$ cat src/rtl/reg_bank_pkg.sv
// rtl/reg_bank_pkg.sv - shared types and constants for the register-bank scheduler
package reg_bank_pkg;

  localparam int AW_DEF   = 2;
  localparam int NREG_DEF = 1 << AW_DEF;
  localparam int DW       = 8;

  localparam logic M_CPU = 1'b0;
  localparam logic M_DBG = 1'b1;

  typedef enum logic [1:0] {
    IDLE,
    ISSUE,
    CAPTURE
  } state_e;

endpackage

$ cat src/rtl/rr_arbiter2.sv
// rtl/rr_arbiter2.sv - two-requester round-robin grant; pointer moves past the owner on advance
module rr_arbiter2
  import reg_bank_pkg::*;
(
  input  logic       clk,
  input  logic       rst_n,
  input  logic [1:0] req,
  input  logic       advance,
  input  logic       advance_id,
  output logic       gnt_valid,
  output logic       gnt_id
);

  logic ptr_q, ptr_d;

  always_comb begin
    ptr_d     = advance ? ~advance_id : ptr_q;
    gnt_valid = |req;
    if (req[M_CPU] && req[M_DBG]) begin
      gnt_id = ptr_q;
    end else begin
      gnt_id = req[M_DBG] ? M_DBG : M_CPU;
    end
  end

  always_ff @(posedge clk or negedge rst_n) begin
    if (!rst_n) begin
      ptr_q <= M_CPU;
    end else begin
      ptr_q <= ptr_d;
    end
  end

endmodule

$ cat src/rtl/reg_bank_scheduler.sv
// rtl/reg_bank_scheduler.sv - sequences a dual-read/single-write register bank for two masters
module reg_bank_scheduler
  import reg_bank_pkg::*;
#(
  parameter int AW   = AW_DEF,
  parameter int NREG = 1 << AW
) (
  input  logic            clk,
  input  logic            rst,
  input  logic            m0_req,
  input  logic            m0_rd1_en,
  input  logic            m0_rd2_en,
  input  logic            m0_we,
  input  logic [AW-1:0]   m0_rd1_addr,
  input  logic [AW-1:0]   m0_rd2_addr,
  input  logic [AW-1:0]   m0_wr_addr,
  input  logic [DW-1:0]   m0_wr_data,
  output logic            m0_gnt,
  output logic            m0_done,
  input  logic            m1_req,
  input  logic            m1_rd1_en,
  input  logic            m1_rd2_en,
  input  logic            m1_we,
  input  logic [AW-1:0]   m1_rd1_addr,
  input  logic [AW-1:0]   m1_rd2_addr,
  input  logic [AW-1:0]   m1_wr_addr,
  input  logic [DW-1:0]   m1_wr_data,
  output logic            m1_gnt,
  output logic            m1_done,
  output logic [DW-1:0]   rd1_data,
  output logic [DW-1:0]   rd2_data,
  output logic [NREG-1:0] load1_en,
  output logic [NREG-1:0] load2_en,
  output logic [NREG-1:0] save_en,
  output logic [DW-1:0]   save_byte,
  input  logic [DW-1:0]   bus1_in,
  input  logic [DW-1:0]   bus2_in
);

  function automatic logic [NREG-1:0] onehot(input logic [AW-1:0] a);
    onehot    = '0;
    onehot[a] = 1'b1;
  endfunction

  state_e          state_q, state_d;
  logic            own_q, own_d;
  logic            rd1_en_q, rd1_en_d;
  logic            rd2_en_q, rd2_en_d;
  logic [1:0]      gnt_q, gnt_d;
  logic [1:0]      done_q, done_d;
  logic [NREG-1:0] load1_q, load1_d;
  logic [NREG-1:0] load2_q, load2_d;
  logic [NREG-1:0] save_q, save_d;
  logic [DW-1:0]   save_byte_q, save_byte_d;
  logic [DW-1:0]   rd1_data_q, rd1_data_d;
  logic [DW-1:0]   rd2_data_q, rd2_data_d;

  logic            arb_valid, arb_id, advance;
  logic            sel_rd1_en, sel_rd2_en, sel_we;
  logic [AW-1:0]   sel_rd1_addr, sel_rd2_addr, sel_wr_addr;
  logic [DW-1:0]   sel_wr_data;

  rr_arbiter2 u_arb (
    .clk        (clk),
    .rst_n      (rst),
    .req        ({m1_req, m0_req}),
    .advance    (advance),
    .advance_id (own_q),
    .gnt_valid  (arb_valid),
    .gnt_id     (arb_id)
  );

  always_comb begin
    sel_rd1_en   = arb_id ? m1_rd1_en   : m0_rd1_en;
    sel_rd2_en   = arb_id ? m1_rd2_en   : m0_rd2_en;
    sel_we       = arb_id ? m1_we       : m0_we;
    sel_rd1_addr = arb_id ? m1_rd1_addr : m0_rd1_addr;
    sel_rd2_addr = arb_id ? m1_rd2_addr : m0_rd2_addr;
    sel_wr_addr  = arb_id ? m1_wr_addr  : m0_wr_addr;
    sel_wr_data  = arb_id ? m1_wr_data  : m0_wr_data;
  end

  // Enables are registered on the grant edge so the bank samples them one edge
  // later and its buses are stable for the capture edge that ends CAPTURE.
  always_comb begin
    state_d     = state_q;
    own_d       = own_q;
    rd1_en_d    = rd1_en_q;
    rd2_en_d    = rd2_en_q;
    gnt_d       = '0;
    done_d      = '0;
    load1_d     = '0;
    load2_d     = '0;
    save_d      = '0;
    save_byte_d = save_byte_q;
    rd1_data_d  = rd1_data_q;
    rd2_data_d  = rd2_data_q;
    advance     = 1'b0;
    case (state_q)
      IDLE: begin
        if (arb_valid) begin
          gnt_d[arb_id] = 1'b1;
          own_d         = arb_id;
          rd1_en_d      = sel_rd1_en;
          rd2_en_d      = sel_rd2_en;
          load1_d       = sel_rd1_en ? onehot(sel_rd1_addr) : '0;
          load2_d       = sel_rd2_en ? onehot(sel_rd2_addr) : '0;
          save_d        = sel_we     ? onehot(sel_wr_addr)  : '0;
          save_byte_d   = sel_wr_data;
          state_d       = ISSUE;
        end
      end
      ISSUE: begin
        state_d = CAPTURE;
      end
      CAPTURE: begin
        if (rd1_en_q) rd1_data_d = bus1_in;
        if (rd2_en_q) rd2_data_d = bus2_in;
        done_d[own_q] = 1'b1;
        advance       = 1'b1;
        state_d       = IDLE;
      end
      default: begin
        state_d = IDLE;
      end
    endcase
  end

  always_ff @(posedge clk or negedge rst) begin
    if (!rst) begin
      state_q     <= IDLE;
      own_q       <= M_CPU;
      rd1_en_q    <= 1'b0;
      rd2_en_q    <= 1'b0;
      gnt_q       <= '0;
      done_q      <= '0;
      load1_q     <= '0;
      load2_q     <= '0;
      save_q      <= '0;
      save_byte_q <= '0;
      rd1_data_q  <= '0;
      rd2_data_q  <= '0;
    end else begin
      state_q     <= state_d;
      own_q       <= own_d;
      rd1_en_q    <= rd1_en_d;
      rd2_en_q    <= rd2_en_d;
      gnt_q       <= gnt_d;
      done_q      <= done_d;
      load1_q     <= load1_d;
      load2_q     <= load2_d;
      save_q      <= save_d;
      save_byte_q <= save_byte_d;
      rd1_data_q  <= rd1_data_d;
      rd2_data_q  <= rd2_data_d;
    end
  end

  assign m0_gnt    = gnt_q[M_CPU];
  assign m1_gnt    = gnt_q[M_DBG];
  assign m0_done   = done_q[M_CPU];
  assign m1_done   = done_q[M_DBG];
  assign load1_en  = load1_q;
  assign load2_en  = load2_q;
  assign save_en   = save_q;
  assign save_byte = save_byte_q;
  assign rd1_data  = rd1_data_q;
  assign rd2_data  = rd2_data_q;

endmodule

$ cat config.mk
export PLATFORM = sky130hd
export DESIGN_NAME = reg_bank_scheduler
export DESIGN_NICKNAME = d
export VERILOG_FILES = /design/src/rtl/reg_bank_pkg.sv /design/src/rtl/rr_arbiter2.sv /design/src/rtl/reg_bank_scheduler.sv
export SDC_FILE = /design/constraint.sdc
export NUM_CORES = 1
export LEC_CHECK = 0
export BUFFER_PORTS_ARGS = -buffer_cell sky130_fd_sc_hd__buf_2
export CAP_MARGIN = 20
export CORE_ASPECT_RATIO = 2
export CORE_MARGIN = 4
export CORE_UTILIZATION = 30
export CTS_BUF_LIST = sky130_fd_sc_hd__clkbuf_4
export CTS_CLUSTER_SIZE = 14
export DETAILED_ROUTE_END_ITERATION = 10
export GPL_ROUTABILITY_DRIVEN = 0
export GPL_TIMING_DRIVEN = 0
export PLACE_DENSITY = 0.65
export SLEW_MARGIN = 40
export SYNTH_ARGS = -nofsm -noshare
export SYNTH_HDL_FRONTEND = slang
export SYNTH_HIERARCHICAL = 1
export SYNTH_SLANG_ARGS = --single-unit
$ cat constraint.sdc
create_clock -name clk -period 2.3 [get_ports clk]
set_input_delay 0.115 -clock clk [delete_from_list [all_inputs] [get_ports clk]]
set_output_delay 0.115 -clock clk [all_outputs]
set_load 0.03 [all_outputs]
## Yosys cells after proc, flatten, opt, wreduce, memory -nomap -nowiden

Index checks and enable logic that the tools add are counted.

| cells by class | value |
|---|---|
| shift operators | 0 |
| mux-type cells | 34 |
| bitwise operators | 1 |
| $mul | 0 |
| divide/modulo/power cells | 0 |
| add/subtract/negate cells | 0 |
| reductions and logical operators | 11 |
| $lt $le $gt $ge | 10 |
| equality and inequality tests | 3 |

Operator list:

| kind | number |
|---|---|
| 4-bit 2-to-1 mux | 9 |
| 2-bit 2-to-1 mux | 7 |
| 1-bit 2-to-1 mux | 11 |
| 2-bit by 3-bit less-than comparator with 1-bit output (second input constant) | 3 |
| 8-bit 2-to-1 mux | 1 |
| 1-bit demux with 2-bit select | 3 |
| 2-bit by 1-bit greater-or-equal comparator with 1-bit output (second input constant) | 3 |
| 1-bit logical AND | 6 |
| 2-bit AND reduction | 3 |
| 1-bit by 2-bit less-than comparator with 1-bit output (second input constant) | 2 |
| 2-bit case mux with 2 select lines | 1 |
| 1-bit demux with 1-bit select | 2 |
| 2-bit by 1-bit equality test with 1-bit output (second input constant) | 1 |
| 2-bit equality test (second input constant) | 1 |
| 1-bit greater-or-equal comparator (second input constant) | 2 |
| 2-bit zero test | 1 |
| 2-bit inequality test (second input constant) | 1 |
| 2-bit OR reduction | 1 |
| 1-bit inverter | 1 |

| word-level totals | value |
|---|---|
| memory bits (read-only) | 0 |
| bits in registers | 46 |
| memories | 0 |
| input port bits | 54 |
| output and inout port bits | 40 |
| memory bits (writable) | 0 |
| latch bits | 0 |

## Longest topological paths before layout

Gate-level depths: netlist of run 1.

| logic depth | value |
|---|---|
| depth after elaboration | 10 |
| depth in mapped cells | 7 |
| depth with buffers taken out | 4 |

## Cells and area by module

Netlist of run 1, hierarchy kept.

By module, submodules not included:

| module | cells an instance | area each (µm²) | times used | sequential area each (µm²) |
|---|---|---|---|---|
| reg_bank_scheduler | 138 | 1,988.2 | 1 | 1,126.1 |
| rr_arbiter2 | 6 | 51.3 | 1 | 25.0 |

## Least setup slack after synthesis of run 1

No wires, ideal clock.

| path | value |
|---|---|
| path kind | reg2reg |
| start | reg state_q[0] |
| end | reg save_byte_q[1], in the netlist save_byte[1] |
| path slack | 810 ps |
| cell stages (with the launch flop) | 6 |
| arrival time | 1,365 ps |
| buffers on the path | 2 |
| cell sequence | dfrtp_1 -> or3b_1 -> buf_6 -> inv_4 -> buf_12 -> mux2_4 |

| on the way | value |
|---|---|
| word-level cells in the longest chain between the ends | 2 |

RTL lines:

| what | line | source |
|---|---|---|
| start: declaration | reg_bank_scheduler.sv:45 | `state_e state_q, state_d;` |
| start signal: assignment | reg_bank_scheduler.sv:144 | `state_q <= state_d;` |
| 2-bit zero test | reg_bank_scheduler.sv:99 | `case (state_q)` |
| 2-bit AND reduction (no source line) | n/a |  |
| end signal: assignment | reg_bank_scheduler.sv:153 | `save_byte_q <= save_byte_d;` |
| end: declaration | reg_bank_scheduler.sv:54 | `logic [DW-1:0] save_byte_q, save_byte_d;` |

No other way between the ends.
A chain may end at the register's enable or synchronous reset.

## Worst setup path after layout of run 1

| path | value |
|---|---|
| start | reg u_arb.ptr_q |
| end | reg load1_q[3], in the netlist load1_en[3] |

| on the way | value |
|---|---|
| word-level cells in the longest chain between the ends | 9 |

RTL lines:

| what | line | source |
|---|---|---|
| start: declaration | rr_arbiter2.sv:14 | `logic ptr_q, ptr_d;` |
| start signal: assignment | rr_arbiter2.sv:30 | `ptr_q <= ptr_d;` |
| 1-bit 2-to-1 mux (*) | rr_arbiter2.sv:19 | `if (req[M_CPU] && req[M_DBG]) begin` |
| named net arb_id | reg_bank_scheduler.sv:58 | `logic arb_valid, arb_id, advance;` |
| 2-bit 2-to-1 mux | reg_bank_scheduler.sv:77 | `sel_rd1_addr = arb_id ? m1_rd1_addr : m0_rd1_addr;` |
| 2-bit by 3-bit less-than comparator with 1-bit output (not written as such) / 2-bit by 1-bit greater-or-equal comparator with 1-bit output (equally long branches) | reg_bank_scheduler.sv:42 | `onehot[a] = 1'b1;` |
| 1-bit logical AND (not written as such) | reg_bank_scheduler.sv:42 |  |
| 1-bit 2-to-1 mux (not written as such) | reg_bank_scheduler.sv:42 |  |
| 1-bit demux with 2-bit select | reg_bank_scheduler.sv:42 |  |
| 4-bit 2-to-1 mux (*) | reg_bank_scheduler.sv:106 | `load1_d = sel_rd1_en ? onehot(sel_rd1_addr) : '0;` |
| 4-bit 2-to-1 mux (*) | reg_bank_scheduler.sv:101 | `if (arb_valid) begin` |
| 4-bit 2-to-1 mux (*) | reg_bank_scheduler.sv:99 |  |
| named net load1_d[3] | reg_bank_scheduler.sv:51 | `logic [NREG-1:0] load1_q, load1_d;` |
| end signal: assignment | reg_bank_scheduler.sv:150 | `load1_q <= load1_d;` |
| end: declaration | reg_bank_scheduler.sv:51 |  |

Mark *: on every way through the listed nets, which the timed path passes. The rest lies on a longest branch.

==> key figures, run 1 <==
Drt
  – Via-to-Cell Ratio: approximately 4.4
  – Residual DRC count: 0
  – Drt initial violations: 37
  – Drt first pass iters: 4
  – Drt wl/cell: approximately 14 µm
  – Vias: 1542
  – WL final: slightly below 5 mm
  – ANT nets after route: 0

Final layout
  – Layout cells sized above 1: 0.565
  – Commonest non-fill, non-tap cell in the layout: buf_2
  – Synth-to-Final Area Change: 38.8%
  – Fill count: 664
  – Multi-input logic area: about 800 µm²
  – Post-route design area: 2830 µm²
  – Most frequent cells in the layout: 94 x buf_2, 46 x dfrtp_1, 27 x mux2_2
  – Flip-flop and latch area: 1150 µm²
  – Final #Nets: 315

Worst setup path
  – CP Data Arrival Time: 1.97 ns
  – Crit path cell chain: inv_1, a21boi_1, buf_6, buf_6, buf_2, nand3_1, a211oi_1
  – CP Launch Type: flop
  – Worst setup EP type: flop
  – Crit-path slowest cell: dfrtp_1
  – Worst EP required: 2.56 ns
  – Most common cell on crit path: buf_6
  – Max incr delay on CP: 0.37 ns
  – Max FO, Critical Path: 10
  – R2r setup slk: 0.59 ns
  – Crit Path Class: flop to flop

Global route
  – Gr ovfl total: 0
  – Vias in the first global route: around 1600
  – Initial antenna violation count: 1
  – Global-route usage over all layers: 0.124
  – First-pass GRT wire length: 7.69 mm
  – Largest net degree at the start of global routing: 47

Floorplan
  – Number of top-level pins: 94
  – Die Y: 125 µm
  – Die W: 66.3 µm
  – Core area: between 6000 and 7000 µm²
  – # rows: 42
  – Initial Utilization: 0.308
  – Die area: 8260 µm²

Placed design
  – Detailed Place HPWL: 3.61 mm
  – Area after DPL: approximately 2600 µm²
  – PortBufs: 93

Power
  – Cell Pwr Density: 1150 nW/µm²
  – Overall power: approximately 3.2 mW
  – Leakage: 1.38 nW
  – Max VDD drop: 0.292 mV

Timing
  – FMAX: 585 MHz
  – Setup TNS: 0 ns
  – Rel. slew slack: 0.622
  – RSZ-0062 raised after global routing: false
  – Skew final: 0.00464 ns
  – Minimum clock period: 1.71 ns
  – Final period utilization: 0.743
  – Final setup fails: 0
  – Final Hold Fails: 0
  – Hold Slack: 0.0344 ns
  – Max-slew violations: 0
  – Tightest Pin Transition: 0.567 ns

CTS
  – CTS tree: built
  – Max H-tree Level: 2
  – Clk_lat worst skew: 0.36 ns
  – Clock buffer count from CTS: 5
  – CTS max path bufs: 2
  – Post-CTS resize count: 0
  – CTS root buf: clkbuf_4
  – Sinks on Clock Net: 46
  – Hold buffer count at cts: 17
  – Post-CTS setup buffer count: 0
  – Reg clk slew, reported paths: about 0.12 ns

Synthesis
  – Yosys cell types: 21
  – Yosys reg bits: 46
  – Cell Area, Synth: 2040 µm²
  – Synth Area per Inst: 14.2 µm²
  – YS warnings: 6
  – Sequential share of the synthesized area: 0.564
  – Post-Syn Nets: 198
  – Cell count after synthesis: around 140

Run status
  – Status: finished clean

Worst hold path
  – Hold Crit Class: primary input to flop

Job
  – Max cap viols: 0
## area by class of cell
cell class                 instances  share of cell area
timing repair buffer             110               0.225
sequential                        46               0.407
multi-input combinational         87               0.281
buffer                             7              0.0265
clock buffer                       5              0.0133
clock inverter                     1             0.00133
inverter                           4             0.00619
tap                               88              0.0389
antenna                            1            0.000884
## where the power goes
group / switching (mW) / internal [mW] / total [mW]
clock network: 0.237 / 0.105 / 0.342
logic: 0.968 / 0.683 / 1.65
registers: 0.139 / 1.12 / 1.26
## state kept, by name, summed over array words and instances (netlist names)
register and cells:
done_q 2, gnt_q 2, load1_en 4, load2_en 4, own_q 1, rd1_data 8, rd1_en_q 1, rd2_data 8
rd2_en_q 1, save_byte 8, save_en 4, state_q 2, u_arb/ptr_q 1
## synthesized netlist by cell type, drive strengths merged
master | instances | area share
nor2b | 3 | 0.0092
and2 | 2 | 0.0061
inv | 4 | 0.0086
nand3 | 3 | 0.0074
or3 | 3 | 0.0092
a21oi | 1 | 0.0025
mux2i | 5 | 0.025
mux2 | 33 | 0.19
a211oi | 12 | 0.044
nand3b | 11 | 0.040
or3b | 10 | 0.043
dfrtp | 46 | 0.56
or2 | 1 | 0.0031
a21boi | 1 | 0.0037
buf | 7 | 0.037
nor2 | 2 | 0.0037
## per-stage QoR
step / setup WS, ns / utilization / cells
3_3_place_gp: 0.604 / 0.395 / 325
3_5_place_dp: 0.565 / 0.395 / 325
5_1_grt: 0.372 / 0.428 / 349
6_report: 0.591 / 0.428 / 349
2_1_floorplan: 0.810 / - / 144
4_1_cts: 0.533 / 0.427 / 348
## critical path: cells and delay by family (launching register included)
family,cells,cell delay [ns]
buffers and inverters,4,0.64
AO/OA/AOI/OAI,2,0.52
flip-flops,1,0.37
AND/OR/NAND/NOR,1,0.10
## routing by layer
| metal | track usage | part of all wire |
|---|---|---|
| met1 | 0.127 | 0.36 |
| met2 | 0.225 | 0.56 |
| met3 | 0.0244 | 0.056 |
| met4 | 0.0647 | 0.023 |
| met5 | 0 | 0 |
## kinds of logic (layout without fill, tap and decap cells)
| logic type | Yosys count | in the layout | share of synthesized area |
|---|---|---|---|
| buf+inv | 11 | 127 | 0.0454 |
| flops | 46 | 46 | 0.564 |
| simple gates | 35 | 35 | 0.122 |
| other cells | 0 | 1 | 0 |
| mux | 38 | 38 | 0.218 |
| compound gates | 14 | 14 | 0.0503 |
## path summary, 6_finish.rpt
check                              end  cells after the start      startpoint
setup / recovery           load1_en[3]                      7     u_arb/ptr_q
hold / removal             load2_en[3]                      3  m1_rd2_addr[0]
setup reg to reg           load1_en[3]                      7     u_arb/ptr_q
hold reg to reg              done_q[0]                      1           own_q
max in group asynchronous  rd2_data[0]                      2             rst
min in group asynchronous  load1_en[2]                      2             rst
Power figures use the tool's default switching activity.
==> run 2, diff against run 1 <==
- PLACE_DENSITY: 0.65 -> 0.67
- clock period: 2.3 -> 1.4 ns (I/O delays scaled with it)
==> run 2 against run 1 <==
Net effect: the run now ends with negative setup slack left; hold slack gained 0.028 ns; sequential cell count is the same; die area is the same; non-clock buffer count grew 26; clock skew grew 0.011 ns; via count grew 11%; core utilization grew 7.8 points; critical path depth shrank 1; largest power group unchanged.
==> key figures, run 2 (synthesized netlist as in run 1, its figures left out) <==
Global route
  – Vias in the first global route: 1716
  – Gr ovfl total: 0
  – Global-route usage over all layers: 0.131
  – Initial antenna violation count: 1
  – First-pass GRT wire length: 8.15 mm
  – Largest net degree at the start of global routing: 47

Power
  – Leakage: between 1.5 and 2 nW
  – Cell Pwr Density: 1840 nW/µm²
  – Max VDD drop: a little under 0.5 mV
  – Overall power: 6.16 mW

Floorplan
  – Die area: between 8000 and 9000 µm²
  – Initial Utilization: 0.308
  – # rows: 42
  – Number of top-level pins: 94
  – Die W: 66.3 µm
  – Die Y: roughly 120 µm
  – Core area: 6620 µm²

Final layout
  – Commonest non-fill, non-tap cell in the layout: buf_2
  – Post-Layout Cell Count: 377
  – Layout Utilization: 0.506
  – Post-route design area: approximately 3400 µm²
  – Layout cells sized above 1: 0.622
  – Synth-to-Final Area Change: 64.3%
  – Most frequent cells in the layout: 92 x buf_2, 46 x dfrtp_1, 30 x mux2_4
  – Final #Nets: 341

Timing
  – RSZ-0062 raised after global routing: true
  – Rel. slew slack: 0.618
  – Minimum clock period: 1.54 ns
  – Final setup fails: 23
  – Final worst slack: -0.145 ns
  – Final period utilization: 1.10
  – Final Hold Fails: 0
  – Skew final: 0.0159 ns
  – Setup TNS: -2.04 ns
  – FMAX: 647 MHz
  – Tightest Pin Transition: ~0.57 ns
  – Max-slew violations: 0
  – Hold Slack: 0.0623 ns

CTS
  – Max H-tree Level: 2
  – Clk_lat worst skew: 0.36 ns
  – CTS root buf: clkbuf_4
  – CTS tree: built
  – CTS max path bufs: 2
  – Sinks on Clock Net: 46
  – Clock buffer count from CTS: 5
  – Reg clk slew, reported paths: approximately 0.13 ns

Worst setup path
  – Crit-path slowest cell: dfrtp_1
  – Crit Path Class: flop to flop
  – Crit path cell chain: inv_2, a21boi_4, buf_6, buf_12, mux2_4, mux2_4
  – CP Launch Type: flop
  – Most common cell on crit path: mux2_4
  – Max incr delay on CP: 0.38 ns
  – Worst EP required: 1.66 ns
  – Max FO, Critical Path: 6
  – CP Data Arrival Time: 1.80 ns
  – Worst setup EP type: flop

Drt
  – Top layer in use: met4
  – Drt first pass iters: 4
  – WL final: 5.45 mm
  – Vias: 1706
  – DR WL met2: 3.16 mm
  – Via-to-Cell Ratio: around 4.5
  – Drt initial violations: 30
  – DR WL met3: around 290 µm
  – Met1 WL: 1.88 mm
  – ANT nets after route: 0
  – Drt wl/cell: 14.5 µm
  – Residual DRC count: 0

Placed design
  – Detailed Place HPWL: 3.59 mm
  – Dpl ws: -0.228 ns
  – Area after DPL: 2620 µm²
  – Cells after DPL: 325
  – PortBufs: 93

Job
  – Max cap viols: 0

Worst hold path
  – Hold Crit Class: primary input to flop

Run status
  – Failing checks: negative setup slack
  – Status: complete, but fails checks
-- run 2: cell count changes in the layout (fill, tap and decap cells not counted), sizes merged --
cell / before / now
buf: 100 / 114
clkbuf: 5 / 6
clkinv: 1 / 2
dlygate4sd3: 17 / 29
-- run 2: power by group --
group / leakage (nW) / switching [mW] / internal [mW]
Combinational: 1.06 / 1.80 / 1.67
Clock: 0.0331 / 0.401 / 0.209
Sequential: 0.570 / 0.236 / 1.83
Total: 1.66 / 2.44 / 3.72
-- run 2: cell type report --
cell class	instances	area (µm²)
fillers	615	3270
flip-flops and latches	46	1150
multi-input cells	87	997
repair buffers	136	912
well taps	88	110
plain buffers	7	104
clock buffers	6	45.0
inverters	4	20.0
clock inverters	2	8.76
diodes	1	2.50
-- run 2: timing repair --
action                                  in CTS  in global routing
pin swaps                                    8                  9
endpoints found under the setup margin      24                 38
resized for setup                           21                 37
buffers inserted                             8                  7
hold endpoints to repair                    74                  0
hold buffers                                29                  0
-- run 2: worst paths after layout --
| path | from | endpoint | slack (ns) | depth (start not counted) |
|---|---|---|---|---|
| hold / removal | m1_wr_data[4] | save_byte[4] | 0.06 | 3 |
| setup reg to reg | u_arb/ptr_q | save_byte[7] | -0.14 | 6 |
| setup / recovery | u_arb/ptr_q | save_byte[7] | -0.14 | 6 |
| max in group asynchronous | rst | rd2_data[5] | 0.76 | 2 |
| min in group asynchronous | rst | rd1_data[3] | 0.23 | 2 |
| hold reg to reg | own_q | done_q[0] | 0.50 | 1 |
-- run 2: layer usage --
metal,track usage,up-vias
met1,0.123,842
met4,0.0659,0
li1,-,803
met5,0,-
met3,0.0280,6
met2,0.248,55
-- run 2: critical path: cells and delay by family (launching register included) --
family / cells / cell delay [ns]
buffers and inverters: 3 / 0.33
flip-flops: 1 / 0.38
AO/OA/AOI/OAI: 1 / 0.17
multiplexers: 2 / 0.55
==> run 3, diff against run 2 <==
--- a/config.mk
+++ b/config.mk
@@ -12,4 +12,5 @@
 export CORE_UTILIZATION = 30
 export CTS_BUF_LIST = sky130_fd_sc_hd__clkbuf_4
+export CTS_CLUSTER_DIAMETER = 120
 export CTS_CLUSTER_SIZE = 14
 export DETAILED_ROUTE_END_ITERATION = 10
@@ -17,4 +18,5 @@
 export GPL_TIMING_DRIVEN = 0
 export PLACE_DENSITY = 0.67
+export SETUP_SLACK_MARGIN = 0.02
 export SLEW_MARGIN = 40
 export SYNTH_ARGS = -nofsm -noshare
==> constraint.sdc (replaced) <==
create_clock -name clk -period 1.4 [get_ports clk]
set_input_delay 0.42 -clock clk [delete_from_list [all_inputs] [get_ports clk]]
set_output_delay 0.42 -clock clk [all_outputs]
set_load 0.03 [all_outputs]
==> run 3 against run 2 <==
Net effect: the flow still finishes with violations (negative setup slack); via count down 7.0%; sequential power up 4%; global-route usage about the same; cell area down 4.0%; core utilization down 2.0 points; largest cell class unchanged; clock-buffer cell count down 1; maximum frequency up 1.2%; first-iteration DRC count up 3.3%; total power up 5.3%.
==> key figures, run 3 (synthesized netlist as in run 1, its figures left out) <==
Global route
  – Gr ovfl total: 0
  – GRT Max-Usage Layer: met2
  – Global-route usage over all layers: 0.131
  – First-pass GRT wire length: 8.15 mm
  – Initial antenna violation count: 1
  – Global Route met3 Usage: 0.0244
  – Met2 Resource Use GR: 0.245
  – Met1 Use GR: 0.131
  – Largest net degree at the start of global routing: 47
  – Vias in the first global route: 1693

Floorplan
  – Number of top-level pins: 94
  – Die area: 8260 µm²
  – Die Y: 125 µm
  – Initial Utilization: 0.308
  – # rows: 42
  – Core area: 6620 µm²
  – Die W: 66.3 µm

Placed design
  – Area after DPL: 2730 µm²
  – PortBufs: 93
  – Dpl ws: -0.384 ns
  – Detailed Place HPWL: 3.75 mm
  – Cells after DPL: 325

Timing
  – Skew final: 0.0167 ns
  – Final worst slack: -0.126 ns
  – FMAX: 655 MHz
  – Minimum clock period: 1.53 ns
  – RSZ-0062 raised after global routing: true
  – Final setup fails: 22
  – Final period utilization: 1.09
  – Max-slew violations: 0
  – Tightest Pin Transition: 0.607 ns
  – Final Hold Fails: 0
  – Rel. slew slack: 0.595

Power
  – Max VDD drop: 0.743 mV
  – Gate power share: 0.566
  – P_sw: 2.54 mW
  – Cell Pwr Density: 2010 nW/µm²
  – Internal power: 3.95 mW
  – Leakage: about 1.5 nW
  – Reg power frac: 0.332
  – Clk pwr share: 0.102
  – Sw Share: 0.391

Worst setup path
  – Crit-path slowest cell: dfrtp_1
  – Worst setup EP type: flop
  – Crit Path Class: flop to flop
  – Crit path cell chain: or3b_1, buf_6, inv_4, buf_12, mux2_4
  – Max incr delay on CP: 0.40 ns
  – CP Data Arrival Time: 1.81 ns
  – Max FO, Critical Path: 8
  – Worst EP required: 1.68 ns
  – CP Launch Type: flop

Drt
  – Drt first pass iters: 4
  – ANT nets after route: 0
  – Drt wl/cell: 15.3 µm
  – Residual DRC count: 0
  – Vias: approximately 1600
  – WL final: 5.40 mm
  – Drt initial violations: 31
  – Via-to-Cell Ratio: roughly 4.5

Run status
  – Failing checks: negative setup slack
  – Status: complete, but fails checks

CTS
  – Reg clk slew, reported paths: 0.15 ns
  – CTS root buf: clkbuf_4
  – CTS max path bufs: 2
  – Clock buffer count from CTS: 5
  – Max H-tree Level: 2
  – Sinks on Clock Net: 46
  – CTS tree: built
  – Clk_lat worst skew: 0.38 ns

Final layout
  – Layout Utilization: 0.486
  – Post-route design area: 3220 µm²
  – Most frequent cells in the layout: 53 x buf_2, 46 x dfrtp_1, 40 x buf_6
  – Post-Layout Cell Count: around 350
  – Commonest non-fill, non-tap cell in the layout: buf_2
  – Final #Nets: 316
  – Layout cells sized above 1: 0.696
  – Synth-to-Final Area Change: 57.8%

Worst hold path
  – Hold Crit Class: primary input to async pin

Job
  – Max cap viols: 0
==> run 3: changes by cell type in the layout (fill, tap and decap cells not counted), sizes merged <==
cell / delta
buf: +2
clkinvlp: +1
clkbuf: +1
dlygate4sd3: -29
==> run 3: through the flow <==
stage	hold WS [ns]	total power, mW	TNS, ns
2_1_floorplan	0.124	4.13	-1.21
3_3_place_gp	0.456	4.87	-6.09
3_5_place_dp	0.456	4.94	-6.59
4_1_cts	0.0319	6.23	-3.55
5_1_grt	0.0565	6.82	-4.02
6_report	0.0186	6.48	-2.03
==> run 3: path summary, 6_finish.rpt <==
check                           start           end  slack, ns  depth (start not counted)
setup / recovery           state_q[0]  save_byte[2]      -0.13                          5
max in group asynchronous         rst   load1_en[0]       0.95                          1
setup reg to reg           state_q[0]  save_byte[2]      -0.13                          5
min in group clk           bus1_in[0]   rd1_data[0]       0.26                          2
hold reg to reg                 own_q     done_q[0]       0.47                          1
hold / removal                    rst   rd1_data[2]       0.02                          1
==> run 3: power by group through the flow <==
stage	Clock, mW	Combinational (mW)	Sequential [mW]
after detailed placement	0	2.84	2.10
after global placement	0	2.80	2.07
after floorplan	0	1.18	2.96
after global routing	0.722	3.88	2.22
final	0.659	3.67	2.16
after CTS	0.695	3.40	2.13
==> run 3: layout make-up <==
cell class / count / area [µm²]
Tap cell: 88 / 110
Multi-Input combinational cell: 87 / 907
Fill cell: 627 / 3400
Clock inverter: 3 / 21.3
Antenna cell: 1 / 2.50
Timing Repair Buffer: 111 / 871
Inverter: 4 / 17.5
Sequential cell: 46 / 1150
Clock buffer: 5 / 37.5
Buffer: 7 / 100
==> run 3: critical path, delay by kind of cell, from the launching register on <==
kind | cells | cell delay [ns]
muxes | 1 | 0.30
buffers and inverters | 3 | 0.34
and+or+nand+nor | 1 | 0.38
DFF | 1 | 0.40
==> run 3: what timing repair did <==
item	in CTS	in global routing
gates cloned	1	2
resized for setup	52	43
buffers inserted	7	8
pin swaps	3	2
setup endpoints to repair	50	78
hold buffers	0	0
==> run 3: per-layer routing <==
metal  wire length [µm]  up-vias
met5                  0        -
met4                102        0
met3                226        6
met2               3150       43
met1               1920      784
li1                   -      753
